--- config.mk ---
export PLATFORM = sky130hd
export DESIGN_NAME = mmio_uart_tx
export DESIGN_NICKNAME = d
export VERILOG_FILES = /design/src/rtl/mmio_uart_pkg.sv /design/src/rtl/mmio_uart_fifo.sv /design/src/rtl/mmio_uart_tx.sv
export SDC_FILE = /design/constraint.sdc
export NUM_CORES = 1
export LEC_CHECK = 0
export BUFFER_PORTS_ARGS = -buffer_cell sky130_fd_sc_hd__buf_2
export CELL_PAD_IN_SITES_DETAIL_PLACEMENT = 1
export CELL_PAD_IN_SITES_GLOBAL_PLACEMENT = 1
export CORE_MARGIN = 2
export CORE_UTILIZATION = 46
export DETAILED_ROUTE_END_ITERATION = 6
export HOLD_SLACK_MARGIN = 0.02
export PLACE_DENSITY_LB_ADDON = 0.1
export SLEW_MARGIN = 10
export SYNTH_ARGS = -nofsm -noshare
export SYNTH_HDL_FRONTEND = slang
export SYNTH_HIERARCHICAL = 1
export SYNTH_SLANG_ARGS = --single-unit
--- constraint.sdc ---
create_clock -name clk -period 4.4 [get_ports clk]
set_input_delay 0.22 -clock clk [delete_from_list [all_inputs] [get_ports clk]]
set_output_delay 0.22 -clock clk [all_outputs]
set_load 0.01 [all_outputs]
--- src/rtl/mmio_uart_pkg.sv ---
// mmio_uart_pkg
//   Shared definitions for the memory-mapped UART transmitter:
//   - register word offsets (selected by mem_addr[3:2])
//   - STATUS bit indices
//   - TX FSM state encodings
//   - small helpers for parity and the effective bit period
//   Optional feature macro: MMIO_UART_PARITY_EN (adds the PARITY state).
package mmio_uart_pkg;

    // Register offsets as word indices within the 16-byte window
    localparam logic [1:0] UART_OFF_DATA   = 2'd0;
    localparam logic [1:0] UART_OFF_STATUS = 2'd1;
    localparam logic [1:0] UART_OFF_DIV    = 2'd2;
    localparam logic [1:0] UART_OFF_LEVEL  = 2'd3;

    // STATUS bit indices
    localparam int unsigned ST_BUSY  = 0;
    localparam int unsigned ST_FULL  = 1;
    localparam int unsigned ST_EMPTY = 2;
    localparam int unsigned ST_OVR   = 3;

    typedef enum logic [2:0] {
        StIdle   = 3'd0,
        StStart  = 3'd1,
        StData   = 3'd2,
`ifdef MMIO_UART_PARITY_EN
        StParity = 3'd3,
`endif
        StStop   = 3'd4
    } tx_state_e;

    // Even parity bit: makes the total count of ones (data + parity) even
    function automatic logic even_parity(input logic [7:0] b);
        return ^b;
    endfunction

    // DIV=0 is treated as one clock per bit
    function automatic logic [15:0] eff_div(input logic [15:0] d);
        return (d == 16'd0) ? 16'd1 : d;
    endfunction

endpackage

--- src/rtl/mmio_uart_fifo.sv ---
// mmio_uart_fifo
//   Small synchronous FIFO for the UART TX path. Pointers carry an extra
//   wrap bit; full/empty/level are derived from the pointer pair only.
//   A push while full is ignored (the caller records the overrun), even if
//   a pop happens on the same edge.
// Ports:
//   clk, rst_n      clock, asynchronous active-low reset (pointers only)
//   push, wdata     write request and byte
//   pop             read request (ignored when empty)
//   rdata           head-of-queue data (combinational)
//   full, empty     occupancy flags
//   level           number of stored entries
module mmio_uart_fifo #(
    parameter int unsigned DEPTH = 4,
    parameter int unsigned WIDTH = 8
) (
    input  logic                       clk,
    input  logic                       rst_n,
    input  logic                       push,
    input  logic [WIDTH-1:0]           wdata,
    input  logic                       pop,
    output logic [WIDTH-1:0]           rdata,
    output logic                       full,
    output logic                       empty,
    output logic [$clog2(DEPTH):0]     level
);

    localparam int unsigned AW = $clog2(DEPTH);

    logic [WIDTH-1:0] r_mem [DEPTH];
    logic [AW:0]      r_wptr;
    logic [AW:0]      r_rptr;
    logic             w_push_ok;
    logic             w_pop_ok;

    assign empty     = (r_wptr == r_rptr);
    assign full      = (r_wptr[AW] != r_rptr[AW]) && (r_wptr[AW-1:0] == r_rptr[AW-1:0]);
    assign level     = r_wptr - r_rptr;
    assign rdata     = r_mem[r_rptr[AW-1:0]];
    assign w_push_ok = push && !full;
    assign w_pop_ok  = pop && !empty;

    always_ff @(posedge clk) begin
        if (w_push_ok) begin
            r_mem[r_wptr[AW-1:0]] <= wdata;
        end
    end

    always_ff @(posedge clk or negedge rst_n) begin
        if (!rst_n) begin
            r_wptr <= '0;
            r_rptr <= '0;
        end else begin
            if (w_push_ok) begin
                r_wptr <= r_wptr + 1'b1;
            end
            if (w_pop_ok) begin
                r_rptr <= r_rptr + 1'b1;
            end
        end
    end

endmodule

--- src/rtl/mmio_uart_tx.sv ---
// mmio_uart_tx
//   Memory-mapped UART transmitter (8N1, or 8E1 when MMIO_UART_PARITY_EN is
//   defined). Software pushes bytes into a TX FIFO through DATA; a baud FSM
//   serialises them LSB first onto tx. Reads are combinational and never
//   change state, since instruction fetch drives the same address bus.
// Registers (offset mem_addr[3:2]):
//   0x0 DATA   W    lane 0 pushes mem_wdata[7:0]; full -> dropped, OVR set
//   0x4 STATUS R/W1C {OVR, EMPTY, FULL, BUSY}; lane 0 bit3=1 clears OVR
//   0x8 DIV    R/W  clocks per bit, lanes 0/1; 0 behaves as 1
//   0xC LEVEL  R    FIFO count
// Ports:
//   clk, rst_n      clock, asynchronous active-low reset
//   mem_addr        CPU bus address
//   mem_wdata       CPU store data
//   mem_wenable     byte-lane write strobes (one-cycle pulse per store)
//   mem_rdata       combinational read data, 0 outside the window
//   hit             address falls in the 16-byte window
//   tx              registered serial output, idle high
module mmio_uart_tx
    import mmio_uart_pkg::*;
#(
    parameter logic [31:0] BASE_ADDR   = 32'h0001_0000,
    parameter int unsigned FIFO_DEPTH  = 4,
    parameter logic [15:0] DEFAULT_DIV = 16'd16
) (
    input  logic        clk,
    input  logic        rst_n,
    input  logic [31:0] mem_addr,
    input  logic [31:0] mem_wdata,
    input  logic [3:0]  mem_wenable,
    output logic [31:0] mem_rdata,
    output logic        hit,
    output logic        tx
);

    localparam int unsigned LW = $clog2(FIFO_DEPTH) + 1;

    logic [1:0]    w_reg_sel;
    logic          w_data_wr;
    logic          w_ovr_clr;
    logic          w_div_wr;
    logic          w_pop;
    logic          w_full;
    logic          w_empty;
    logic [LW-1:0] w_level;
    logic [7:0]    w_fifo_rdata;
    logic [15:0]   w_div_eff;
    logic          w_bit_end;
    logic          w_busy;
    logic          w_unused;

    tx_state_e     r_state;
    logic          r_tx;
    logic [7:0]    r_shift;
    logic [15:0]   r_bit_cnt;
    logic [2:0]    r_idx;
    logic          r_ovr;
    logic [15:0]   r_div;
`ifdef MMIO_UART_PARITY_EN
    logic          r_parity;
`endif

    // ------------------------------------------------------------------
    // Address decode
    // ------------------------------------------------------------------
    assign hit       = (mem_addr[31:4] == BASE_ADDR[31:4]);
    assign w_reg_sel = mem_addr[3:2];
    assign w_data_wr = hit && (w_reg_sel == UART_OFF_DATA) && mem_wenable[0];
    assign w_ovr_clr = hit && (w_reg_sel == UART_OFF_STATUS) && mem_wenable[0] && mem_wdata[3];
    assign w_div_wr  = hit && (w_reg_sel == UART_OFF_DIV);

    assign w_unused  = ^{mem_addr[1:0], mem_wdata[31:16], mem_wenable[3:2]};

    // ------------------------------------------------------------------
    // TX FIFO
    // ------------------------------------------------------------------
    mmio_uart_fifo #(
        .DEPTH (FIFO_DEPTH),
        .WIDTH (8)
    ) u_fifo (
        .clk   (clk),
        .rst_n (rst_n),
        .push  (w_data_wr),
        .wdata (mem_wdata[7:0]),
        .pop   (w_pop),
        .rdata (w_fifo_rdata),
        .full  (w_full),
        .empty (w_empty),
        .level (w_level)
    );

    // ------------------------------------------------------------------
    // OVR: sticky, set by a store into a full FIFO; set beats clear
    // ------------------------------------------------------------------
    always_ff @(posedge clk or negedge rst_n) begin
        if (!rst_n) begin
            r_ovr <= 1'b0;
        end else if (w_data_wr && w_full) begin
            r_ovr <= 1'b1;
        end else if (w_ovr_clr) begin
            r_ovr <= 1'b0;
        end
    end

    // ------------------------------------------------------------------
    // DIV register, bytewise on lanes 0 and 1
    // ------------------------------------------------------------------
    always_ff @(posedge clk or negedge rst_n) begin
        if (!rst_n) begin
            r_div <= DEFAULT_DIV;
        end else if (w_div_wr) begin
            if (mem_wenable[0]) begin
                r_div[7:0] <= mem_wdata[7:0];
            end
            if (mem_wenable[1]) begin
                r_div[15:8] <= mem_wdata[15:8];
            end
        end
    end

    // ------------------------------------------------------------------
    // Read mux (combinational, side-effect free)
    // ------------------------------------------------------------------
    assign w_busy = (r_state != StIdle);

    always_comb begin
        mem_rdata = 32'd0;
        if (hit) begin
            case (w_reg_sel)
                UART_OFF_STATUS: begin
                    mem_rdata[ST_BUSY]  = w_busy;
                    mem_rdata[ST_FULL]  = w_full;
                    mem_rdata[ST_EMPTY] = w_empty;
                    mem_rdata[ST_OVR]   = r_ovr;
                end
                UART_OFF_DIV:   mem_rdata[15:0]   = r_div;
                UART_OFF_LEVEL: mem_rdata[LW-1:0] = w_level;
                default:        mem_rdata         = 32'd0;
            endcase
        end
    end

    // ------------------------------------------------------------------
    // TX FSM
    // ------------------------------------------------------------------
    // The bit counter is loaded with the current DIV at every bit boundary,
    // so a DIV write only affects bits that start after it.
    assign w_div_eff = eff_div(r_div);
    assign w_bit_end = (r_bit_cnt == 16'd1);
    assign w_pop     = (r_state == StIdle) && !w_empty;

    always_ff @(posedge clk or negedge rst_n) begin
        if (!rst_n) begin
            r_state   <= StIdle;
            r_tx      <= 1'b1;
            r_shift   <= 8'd0;
            r_bit_cnt <= 16'd1;
            r_idx     <= 3'd0;
`ifdef MMIO_UART_PARITY_EN
            r_parity  <= 1'b0;
`endif
        end else begin
            case (r_state)
                StIdle: begin
                    r_tx <= 1'b1;
                    if (!w_empty) begin
                        r_shift   <= w_fifo_rdata;
                        r_bit_cnt <= w_div_eff;
                        r_state   <= StStart;
                        r_tx      <= 1'b0;
`ifdef MMIO_UART_PARITY_EN
                        r_parity  <= even_parity(w_fifo_rdata);
`endif
                    end
                end
                StStart: begin
                    if (w_bit_end) begin
                        r_state <= StData;
                        r_tx    <= r_shift[0];
                        r_shift <= {1'b0, r_shift[7:1]};
                        r_idx   <= 3'd0;
                    end
                end
                StData: begin
                    if (w_bit_end) begin
                        if (r_idx == 3'd7) begin
`ifdef MMIO_UART_PARITY_EN
                            r_state <= StParity;
                            r_tx    <= r_parity;
`else
                            r_state <= StStop;
                            r_tx    <= 1'b1;
`endif
                        end else begin
                            r_idx   <= r_idx + 3'd1;
                            r_tx    <= r_shift[0];
                            r_shift <= {1'b0, r_shift[7:1]};
                        end
                    end
                end
`ifdef MMIO_UART_PARITY_EN
                StParity: begin
                    if (w_bit_end) begin
                        r_state <= StStop;
                        r_tx    <= 1'b1;
                    end
                end
`endif
                StStop: begin
                    if (w_bit_end) begin
                        r_state <= StIdle;
                        r_tx    <= 1'b1;
                    end
                end
                default: begin
                    r_state <= StIdle;
                    r_tx    <= 1'b1;
                end
            endcase

            if (r_state != StIdle) begin
                r_bit_cnt <= w_bit_end ? w_div_eff : (r_bit_cnt - 16'd1);
            end
        end
    end

    assign tx = r_tx;

endmodule

Word-level counts from Yosys, hierarchy flattened --
Memories as Yosys holds them, arrays and structs flattened. Index checks and enable logic that the tools add are counted. Widths: inputs -> output; s select.
Word-level totals: bits in registers 54, RAM bits 32, memories kept 1
Operators by class: add/sub/neg operators 5, eq/ne operators 19, multiplexer cells 33, reduce and logical (&&, ||, !) cells 28
Memories:
- u_fifo.r_mem | depth 4, bits a word 8, rd ports 1, clocked after Yosys merged registers in 0, write ports 1, line mmio_uart_fifo.sv:30 | logic [WIDTH-1:0] r_mem [DEPTH];
Operator list (number):
- $mux 16 | 6
- $mux 8 | 4
- $eq 28x13->1 const B | 1
- $pmux 8 s3 | 1
- $mux 3 | 7
- $eq 16x1->1 const B | 1
- $logic_not 16->1 | 1
- $sub 16x1->16 const B | 1
- $ne 2x2->1 const B | 7
- $mux 12 | 1
- $pmux 3 s4 | 1
- $logic_and 1x1->1 | 11
- $reduce_and 5->1 | 2
- $add 3x1->3 const B | 3
- $mux 1 | 9
- $pmux 3 s3 | 1
- $eq 3x3->1 const B | 2
- $pmux 3 s2 | 1
- $reduce_and 2->1 | 3
- $reduce_bool 2->1 | 3
- $reduce_bool 3->1 | 2
- $eq 2x2->1 const B | 2
- $pmux 1 s4 | 1
- $reduce_and 4->1 | 1
- 12 further kinds | 13

Depth between registers and ports, before layout --
word-level depth 6, depth in mapped cells 10, gate-level depth less buffers 9

Cells and area by module --
Netlist, hierarchy kept.
Modules (own cells, without submodules):
- mmio_uart_tx | instances 1, cells an instance 294, area an instance 3009.1 µm², sequential area each 1204.9 µm²
- mmio_uart_fifo | instances 1, cells an instance 87, area an instance 1611.5 µm², sequential area each 1111.1 µm²

Worst setup path before layout --
Ideal clock, no wire load.
path kind register -> register, start register u_fifo.r_rptr[1], end register r_shift[0], library setup time 125 ps, arrival 2357 ps, required time 4275 ps, setup slack 1918 ps, stages on the path, launching flop included 10, period minus slack after synthesis 2482 ps, cells stage by stage dfrtp_1 > clkbuf_1 > inv_1 > ha_1 > nand2_1 > nor2_1 > nand2b_1 > inv_2 > nor2_2 > mux2_2
Between the ends: word-level cells in the longest chain between the ends 3, elaborated cells between the ends (all ways) 6
Ends and longest elaborated chain:
- start, declared | line mmio_uart_fifo.sv:32 | logic [AW:0] r_rptr;
- start signal, assigned | line mmio_uart_fifo.sv:58 | r_rptr <= r_rptr + 1'b1;
- $eq 3x3->1 | line mmio_uart_fifo.sv:36 | assign empty = (r_wptr == r_rptr);
- via w_empty | line mmio_uart_tx.sv:44 | logic w_empty;
- $ne 2x2->1 (no source line)
- $reduce_and 5->1 (no source line)
- end signal, assigned | line mmio_uart_tx.sv:167 | r_shift <= w_fifo_rdata;
- end signal, assigned | line mmio_uart_tx.sv:180 | r_shift <= {1'b0, r_shift[7:1]};
- end signal, assigned | line mmio_uart_tx.sv:197 | r_shift <= {1'b0, r_shift[7:1]};
- end, declared | line mmio_uart_tx.sv:54 | logic [7:0] r_shift;
The timed path passes the listed nets, and every way through them passes these cells. The select of a mux whose other input is x is not followed. A chain may end at the register's enable or synchronous reset.

Worst setup path after layout --
Same ends and word-level chain as after synthesis.

==> summary.md <==
| Metric | Value |
|---|---|
| Fmax | 336 MHz |
| Pwr dens | 281 nW/um2 |
| I/O Buffers | 67 |
| CTS root buf | clkbuf_8 |
| Number of setup buffers added after CTS | 0 |
| Min-Delay Path Class | in2reg |
| Detail Route Antenna Nets | 0 |
| Gr usage total | 21.3% |
| Non-Filler Cell Area, Final | 5210 um2 |
| CP Launch Point | u_fifo/r_rptr[1] |
| Worst-margin pin slew | 0.911 ns |
| CP Launch Type | register |
| Yosys top cell area share | 27.6% |
| Max FO, Critical Path | 11 |
| Fin crit share | 67.6% |
| Yosys reg bits | 86 |
| Post-synthesis cell count | 381 |
| Post-Syn Area per Cell | 12.1 um2 |
| Die area | 10,900 um2 |
| Final GP Congestion | 0.813 |
| Post-synth EDFFs | 32 |
| Antenna Cells | 0 |
| # IOs | 104 |
| Max_cap viols | 0 |
| Congestion Overflow GR | 0 |
| Final Max Slew Viols | 0 |
| Setup-failing EPs final | 0 |
| Final HPWL DP | 7.82 mm |
| Register area | 2320 um2 |
| Initial DRC count | 130 |
| Crit Path Class | reg2reg |
| Lkg Pwr | 2.33 nW |
| Final wirelength | 10.7 mm |
| Clock transition at path regs | 0.09 ns |
| Main flop type after synthesis | dfrtp_1 |
| CTS sink count | 86 |
| Core area | 9770 um2 |
| Commonest non-fill, non-tap cell in the layout | buf_2 |
| Sequential-to-total area share from yosys stat | 50.1% |
| Max clock buf depth | 2 |
| Reg-to-Reg Start | u_fifo/r_rptr[1] |
| Setup TNS | 0 ns |
| Starting Density | 47.3% |
| Final Skew | 0.00980 ns |
| Nets@finish | 533 |
| Routed wire per std cell | 18.4 um |
| Critical Path End Type | register |
| FP Rows | 36 |
| TritonCTS clock tree | built |
| Synth Cell Area | 4620 um2 |
| Vias | 3,287 |
| Die X-Extent | 104 um |
| Tmin final | 2.97 ns |
| RSZ-0062 raised after global routing | false |
| Placed Cells | 567 |
| Total power | 0.00147 W |
| Area occupied by multi-input gates | 2100 um2 |
| Max VDD drop | 0.000140 V |
| Layout cell share with drive strength beyond 1 | 33.0% |
| Total CTS buffers | 9 |
| Die Y-Extent | 104 um |
| Initial antenna violation count | 0 |
| Outcome | finished, final reports clean |
| Async S/R FF share, synth | 62.8% |
| H-tree Lvls | 3 |
| Hold Startpoint | mem_wdata[8] |
| Final non-filler cell total | 584 |
| Vias in the first global route | 3,540 |
| First-pass GRT wire length | 18.2 mm |
| # DRC | 0 |
| Warnings from Yosys | 6 |
| P&R area growth vs syn | 12.8% |
| Highest-count cells in the layout ignoring fill and taps | buf_2 (67), dfrtp_1 (51), edfxtp_1 (32) |
| Relative slew slack | 39.1% |
| Detailed Routing Iterations Pass 1 | 5 |
| Post-placement cell area | 5000 um2 |
| Via-per-instance ratio | 5.63 |
| Skew-Pair Late Insertion Delay | 0.37 ns |
| Worst path required time | 4.66 ns |
| Largest net degree at the start of global routing | 55 |
| Filler cells | 1,064 |
| Dominant cell type by area after synthesis | dfrtp_1 |
| Data arrival time of the critical path | 3.23 ns |
| Distinct cells, synth | 65 |
| Largest cells by area after synthesis | dfrtp_1 (28%), edfxtp_1 (21%), mux2_2 (7.1%) |
| Final Hold Vio Count | 0 |
[sequential cells by signal (all words and copies together), names as in the netlist, 3 cells and up]
register / cells
u_fifo/r_mem: 32
r_bit_cnt: 16
r_div: 16
r_shift: 8
r_idx: 3
r_state: 3
u_fifo/r_rptr: 3
u_fifo/r_wptr: 3
[per-layer routing]
layer	global-route usage [%]	up-vias	wire length, um
li1	-	1523	-
met3	3.76	14	465
met4	7.05	0	191
met1	29.8	1649	5130
met5	0	-	0
met2	33.8	101	4940
[repair_timing]
action	CTS	global route
setup endpoints to repair	0	0
hold buffers	1	0
gates resized for setup	0	0
hold endpoints to repair	13	0
[path summary, 6_finish.rpt]
path / cells after the start / to / slack, ns
max: 8 / r_shift[0] / 1.43
min: 2 / r_div[8] / 0.08
max reg2reg: 8 / r_shift[0] / 1.43
min reg2reg: 1 / r_shift[7] / 0.51
max in group asynchronous: 3 / r_div[14] / 3.39
min in group asynchronous: 3 / r_shift[4] / 0.51
[power breakdown]
part	switching [W]	leakage, nW	internal, W	total, W
clock network	0.000303	0.103	0.000281	0.000584
registers	0.00000000606	1.02	0.000831	0.000831
logic	0.0000320	1.21	0.0000196	0.0000516
total	0.000335	2.33	0.00113	0.00147
[worst max-delay path, stage by stage, from the launching register on]
cell and delay, ns:
dfrtp_1 0.65, inv_1 0.16, ha_1 0.35, nand2_1 0.15
nor2_1 0.36, nand2b_1 0.31, inv_2 0.14, nor2_2 0.36
mux2_2 0.39
[cell families (layout without fill, tap and decap cells)]
group | count (synthesis) | in the layout | synth area share [%]
simple gates | 118 | 118 | 15.0
compound gates | 61 | 61 | 10.5
flops | 86 | 86 | 50.1
xor+xnor | 9 | 9 | 1.87
fa+ha+maj | 17 | 17 | 4.77
other cells | 1 | 16 | 0.0812
mux | 41 | 41 | 12.0
buf+inv | 48 | 103 | 5.58
[final cells by class]
| class | instances | share of cell area, % |
|---|---|---|
| clock buffers | 10 | 2.64 |
| clock inverters | 6 | 1.32 |
| inverters | 18 | 1.30 |
| multi-input cells | 262 | 40.4 |
| flip-flops and latches | 86 | 44.4 |
| well taps | 133 | 3.19 |
| repair buffers | 69 | 6.77 |
[through the flow]
step                setup WS, ns  utilization (%)  hold slack [ns]
global placement            1.44             51.1            0.411
floorplan                   1.92                -          -0.0756
detailed placement          1.36             51.1            0.410
finish                      1.43             53.3           0.0769
global route                1.05             53.3           0.0712
CTS                         1.33             53.3           0.0697
[cell usage after synthesis (all sizes together) (4+ instances only)]
cell	instances
nand2b	4
nor3	14
a21oi	7
inv	18
and3	8
nand3	8
clkbuf	7
o21ai	18
edfxtp	32
mux4	8
a221o	7
nor4	16
xnor2	6
nand2	14
and2	14
dfrtp	51
ha	16
mux2	31
nor2	21
nand4	5
buf	23
o21a	5
Note: power is estimated with default switching activity, not from simulation.
